## config.mk

```make
export PLATFORM = sky130hd
export DESIGN_NAME = io_switch_debounce
export DESIGN_NICKNAME = d
export VERILOG_FILES = /design/src/rtl/io_switch_debounce.sv
export SDC_FILE = /design/constraint.sdc
export NUM_CORES = 1
export LEC_CHECK = 0
export CAP_MARGIN = 5
export CORE_AREA = 2 2 60 105
export DETAILED_ROUTE_END_ITERATION = 16
export DIE_AREA = 0 0 62 107
export PLACE_DENSITY = 0.76
export SLEW_MARGIN = 20
export SYNTH_ARGS = -nofsm -noshare
export SYNTH_HDL_FRONTEND = slang
export SYNTH_SLANG_ARGS = --single-unit
```

## constraint.sdc

```tcl
create_clock -name io_clk -period 3.6 [get_ports io_clk]
set_input_delay 0.9 -clock io_clk [delete_from_list [all_inputs] [get_ports io_clk]]
set_output_delay 0.9 -clock io_clk [all_outputs]
set_load 0.01 [all_outputs]
```

## src/rtl/io_switch_debounce.sv

```systemverilog
// io_switch_debounce
//   Conditions two groups of raw board switches for the CPU's memory-mapped
//   input ports. Each group is synchronised into io_clk with two flops and
//   then debounced by its own small FSM. A new value is accepted only after
//   it has been seen unchanged for DB_CYCLES consecutive cycles.
//
// Ports
//   io_clk    : I/O clock, rising-edge active
//   reset     : asynchronous, active-high reset (clears every flop)
//   sw0, sw1  : raw switch groups, asynchronous to io_clk
//   in_port0/1: debounced groups, zero-extended to 32 bits (flop outputs)
//   port0/1_upd: one-cycle pulse in the cycle the matching port changes
module io_switch_debounce #(
  parameter int WIDTH     = 5,
  parameter int DB_CYCLES = 16
) (
  input  logic              io_clk,
  input  logic              reset,
  input  logic [WIDTH-1:0]  sw0,
  input  logic [WIDTH-1:0]  sw1,
  output logic [31:0]       in_port0,
  output logic [31:0]       in_port1,
  output logic              port0_upd,
  output logic              port1_upd
);

  // Counter must hold DB_CYCLES-1 without wrapping.
  localparam int CW = $clog2(DB_CYCLES) + 1;

  typedef enum logic [0:0] {
    IDLE  = 1'b0,
    COUNT = 1'b1
  } db_state_e;

  logic [WIDTH-1:0] sw_raw   [2];
  logic [WIDTH-1:0] stable_s [2];
  logic             upd_s    [2];

  assign sw_raw[0] = sw0;
  assign sw_raw[1] = sw1;

  // The two channels share no state; each is a full copy of the same logic.
  for (genvar g = 0; g < 2; g++) begin : g_chan
    logic [WIDTH-1:0] s1_q, s2_q;
    logic [WIDTH-1:0] stable_q, stable_d;
    logic [WIDTH-1:0] cand_q, cand_d;
    logic [CW-1:0]    cnt_q, cnt_d;
    logic             upd_q, upd_d;
    db_state_e        state_q, state_d;

    // Two-flop synchroniser; only s2_q is used downstream.
    always_ff @(posedge io_clk or posedge reset) begin
      if (reset) begin
        s1_q <= '0;
        s2_q <= '0;
      end else begin
        s1_q <= sw_raw[g];
        s2_q <= s1_q;
      end
    end

    // Debounce state, value and strobe registers.
    always_ff @(posedge io_clk or posedge reset) begin
      if (reset) begin
        state_q  <= IDLE;
        stable_q <= '0;
        cand_q   <= '0;
        cnt_q    <= '0;
        upd_q    <= 1'b0;
      end else begin
        state_q  <= state_d;
        stable_q <= stable_d;
        cand_q   <= cand_d;
        cnt_q    <= cnt_d;
        upd_q    <= upd_d;
      end
    end

    // Next-state logic. In COUNT a return to the stable value wins over a
    // fresh change, which in turn wins over the terminal count.
    always_comb begin
      state_d  = state_q;
      stable_d = stable_q;
      cand_d   = cand_q;
      cnt_d    = cnt_q;
      upd_d    = 1'b0;
      case (state_q)
        IDLE: begin
          if (s2_q != stable_q) begin
            cand_d  = s2_q;
            cnt_d   = CW'(1);
            state_d = COUNT;
          end else begin
            cnt_d   = '0;
          end
        end
        COUNT: begin
          if (s2_q == stable_q) begin
            cnt_d   = '0;
            state_d = IDLE;
          end else if (s2_q != cand_q) begin
            cand_d  = s2_q;
            cnt_d   = CW'(1);
          end else if (cnt_q == CW'(DB_CYCLES - 1)) begin
            stable_d = cand_q;
            upd_d    = 1'b1;
            cnt_d    = '0;
            state_d  = IDLE;
          end else begin
            cnt_d   = cnt_q + CW'(1);
          end
        end
        default: begin
          cnt_d   = '0;
          state_d = IDLE;
        end
      endcase
    end

    assign stable_s[g] = stable_q;
    assign upd_s[g]    = upd_q;
  end

  // Zero-extension written so that WIDTH == 32 needs no special case.
  always_comb begin
    in_port0 = 32'h0;
    in_port1 = 32'h0;
    in_port0[WIDTH-1:0] = stable_s[0];
    in_port1[WIDTH-1:0] = stable_s[1];
  end

  assign port0_upd = upd_s[0];
  assign port1_upd = upd_s[1];

endmodule

```

==> results.py <==
metrics = {
    "outcome": {
        "outcome": "finished, final reports clean",
    },
    "logic_synthesis": {
        "netlist_instances": 202,
        "synth_edf_count": 0,
        "synthArstFlopShare_pct": 100.0,
        "avgSynthCellArea_sq_um": 12.64,
        "syn-cell-area_sq_um": 2552,
        "synthFlopType": "dfrtp_1",
        "ys_ff_latch": 54,
        "yosysWarnings": 0,
        "synth_cell_type_count": 32,
        "ys_seq_area_share_pct": 52.94,
    },
    "detailed_routing": {
        "via_per_inst": 4.300,
        "drc": 0,
        "wl_microns": 3443,
        "wire_per_inst_microns": 11.11,
        "drtIter0Drc": 16,
        "vias": 1333,
        "dr.pass1.iters": 4,
        "antenna_left": 0,
    },
    "finish": {
        "layout_common_cells": "conb_1 (54), dfrtp_1 (54), clkdlybuf4s50_1 (23)",
        "antennaDiodeCount": 0,
        "fin_cells": 310,
        "fin_nets": 245,
        "drive_gt1_share_pct": 14.66,
        "final_cell_area_sq_um": 2770,
        "syn2layout_area_growth_pct": 8.530,
        "utilization_pct": 47.87,
    },
    "global_route": {
        "track_usage_pct": 11.76,
        "antenna_found_initial": 0,
        "grt_pass1_wl_microns": 5713,
        "grt-ovfl-total": 0,
        "grt_max_degree": 31,
        "grt_pass1_vias": 1283,
    },
    "critical_path": {
        "crit_family": "buffers and inverters",
        "crit_required_ps": 2700,
        "cp-start-kind": "flip-flop",
        "slowest_delay_ps": 560,
        "path_buf_inv": 1,
        "cp.arrival_ps": 1260,
        "critical_path.slowest_cell": "clkdlybuf4s50_1",
        "r2r_end": "g_chan[1].stable_q[0]",
        "worstReg2RegStart": "g_chan[1].cnt_q[0]",
        "startpoint": "g_chan[1].stable_q[1]",
        "worstSetupPathType": "reg2out",
        "endpoint_kind": "output port",
        "reg2reg_depth": 5,
        "crit_chain": "clkdlybuf4s50_1",
        "crit_fanout": 3,
        "rrSetupSlack_ps": 1660,
    },
    "floorplanning": {
        "core_area_sq_um": 5787,
        "die_area_sq_um": 6634,
        "die_height_microns": 107,
        "io_pins": 78,
        "num_rows": 37,
        "initial_core_util_pct": 44.11,
        "die-width_microns": 62,
    },
    "power_and_ir_drop": {
        "power.leakage_nw": 1.271,
        "p_per_area_nw_per_um2": 384.9,
        "sw_frac_of_total_pct": 23.44,
        "clkPwrFrac_pct": 31.0,
        "peakVddDrop_uv": 251.1,
        "p_int_mw": 0.8162,
        "finalPower_mw": 1.066,
        "p_switching_mw": 0.2499,
        "p_seq_share_pct": 60.1,
        "comb_power_share_pct": 8.9,
    },
    "timing": {
        "worst_pin_slew_ps": 580.3,
        "slew_headroom_pct": 61.26,
        "hold_viol_final": 0,
        "rsz0062_at_grt": "no",
        "setup-violations-final": 0,
        "max_freq_mhz": 462.1,
        "final.setup.tns_ps": 0,
        "finalCritPeriodShare_pct": 60.12,
        "skew_ps": 10.22,
        "drv_slew": 0,
        "min_period_ps": 2164,
    },
    "clocking": {
        "cts_hold_buf": 0,
        "ctsResizeCount": 0,
        "cts_tree": "done",
        "clk_pin_slew_ps": 90,
        "cts_buffer_depth": 2,
        "clock_latency_ps": 290,
        "clock_sinks": 54,
        "cts_setup_buffers": 0,
        "htreeDepth": 2,
        "root_buffer": "clkbuf_8",
        "cts-buffers-inserted": 5,
    },
    "hold_path": {
        "worstHoldStart": "g_chan[1].s1_q[4]",
        "hold_end": "g_chan[1].s2_q[4]",
        "min_path_cells": 0,
        "min_path_type": "reg2reg",
    },
    "placement": {
        "place_inst": 302,
        "routabilityCongestion": 0.7272,
        "placed_area_sq_um": 2679,
        "port_buffers": 23,
        "dp_hpwl_microns": 2704,
    },
    "flow_run": {
        "maxCapViolCount": 0,
    },
}
-- cells by family after synthesis --
logic type	Yosys count	synth area share [%]
compound gates	6	2.795
simple gates	36	9.364
mux	20	8.823
buf+inv	59	16.72
flops	54	52.94
fa+ha+maj	2	0.9802
xor+xnor	24	8.235
other cells	1	0.1469
-- stage by stage --
step / setup WS, ps / hold WS (ps)
after floorplan: 1385 / 331.2
after global placement: 1621 / 331.2
after detailed placement: 1608 / 335.5
after CTS: 1406 / 352.0
after global routing: 1383 / 363.6
final: 1436 / 344.5
-- power groups by stage --
stage / Combinational (mW) / Clock, mW / Sequential [mW]
global route: 0.107 / 0.366 / 0.644
finish: 0.0954 / 0.330 / 0.641
detailed placement: 0.0957 / 0 / 0.653
floorplan: 0.117 / 0 / 0.650
global placement: 0.0938 / 0 / 0.652
CTS: 0.0959 / 0.345 / 0.641
-- state kept, by name (all words and copies together), names as in the netlist --
register / cells
g_chan.cand_q: 10
g_chan.cnt_q: 10
g_chan.s1_q: 10
g_chan.s2_q: 10
g_chan.stable_q: 10
g_chan.state_q: 2
port0_upd: 1
port1_upd: 1
-- how the worst max path moves through the flow --
stage,to,cells after the start,slack (ps)
floorplan,g_chan[0].cand_q[0],1,1390
global placement,port1_upd,3,1620
detailed placement,g_chan[1].s2_q[4],3,1610
CTS,in_port1[1],1,1410
global route,in_port1[1],1,1380
finish,in_port1[1],1,1440
-- Yosys cell counts, drive strengths merged, types with 2 or more instances --
| cell | n | share of area, % |
|---|---|---|
| nand3 | 8 | 1.6 |
| dfrtp | 54 | 53 |
| nor3 | 3 | 0.78 |
| nand4 | 2 | 1.1 |
| o31a | 2 | 0.69 |
| buf | 56 | 16 |
| ha | 2 | 0.98 |
| xor2 | 5 | 1.7 |
| mux2 | 20 | 8.8 |
| nand2 | 6 | 0.88 |
| and3 | 3 | 0.74 |
| and4 | 3 | 1.0 |
| inv | 3 | 0.44 |
| xnor2 | 19 | 6.5 |
| nor2 | 2 | 0.29 |
| nor4 | 2 | 0.49 |
-- layer usage --
metal | vias to the layer above | wire, microns | part of all wire, % | GRT usage, %
li1 | 624 | - | - | -
met2 | 62 | 1892 | 55 | 19.94
met4 | 0 | 72 | 2.1 | 5.927
met5 | - | 0 | 0 | 0
met3 | 5 | 262 | 7.6 | 2.774
met1 | 642 | 1216 | 35 | 12.99
-- final cells by class --
type / count / area [sq um]
Sequential cell: 54 / 1351
Timing Repair Buffer: 25 / 245.2
Tap cell: 78 / 97.59
Inverter: 3 / 11.26
Multi-Input combinational cell: 142 / 973.4
Clock inverter: 1 / 5.005
Clock buffer: 7 / 86.33
Fill cell: 540 / 3017
Power figures use the tool's default switching activity.
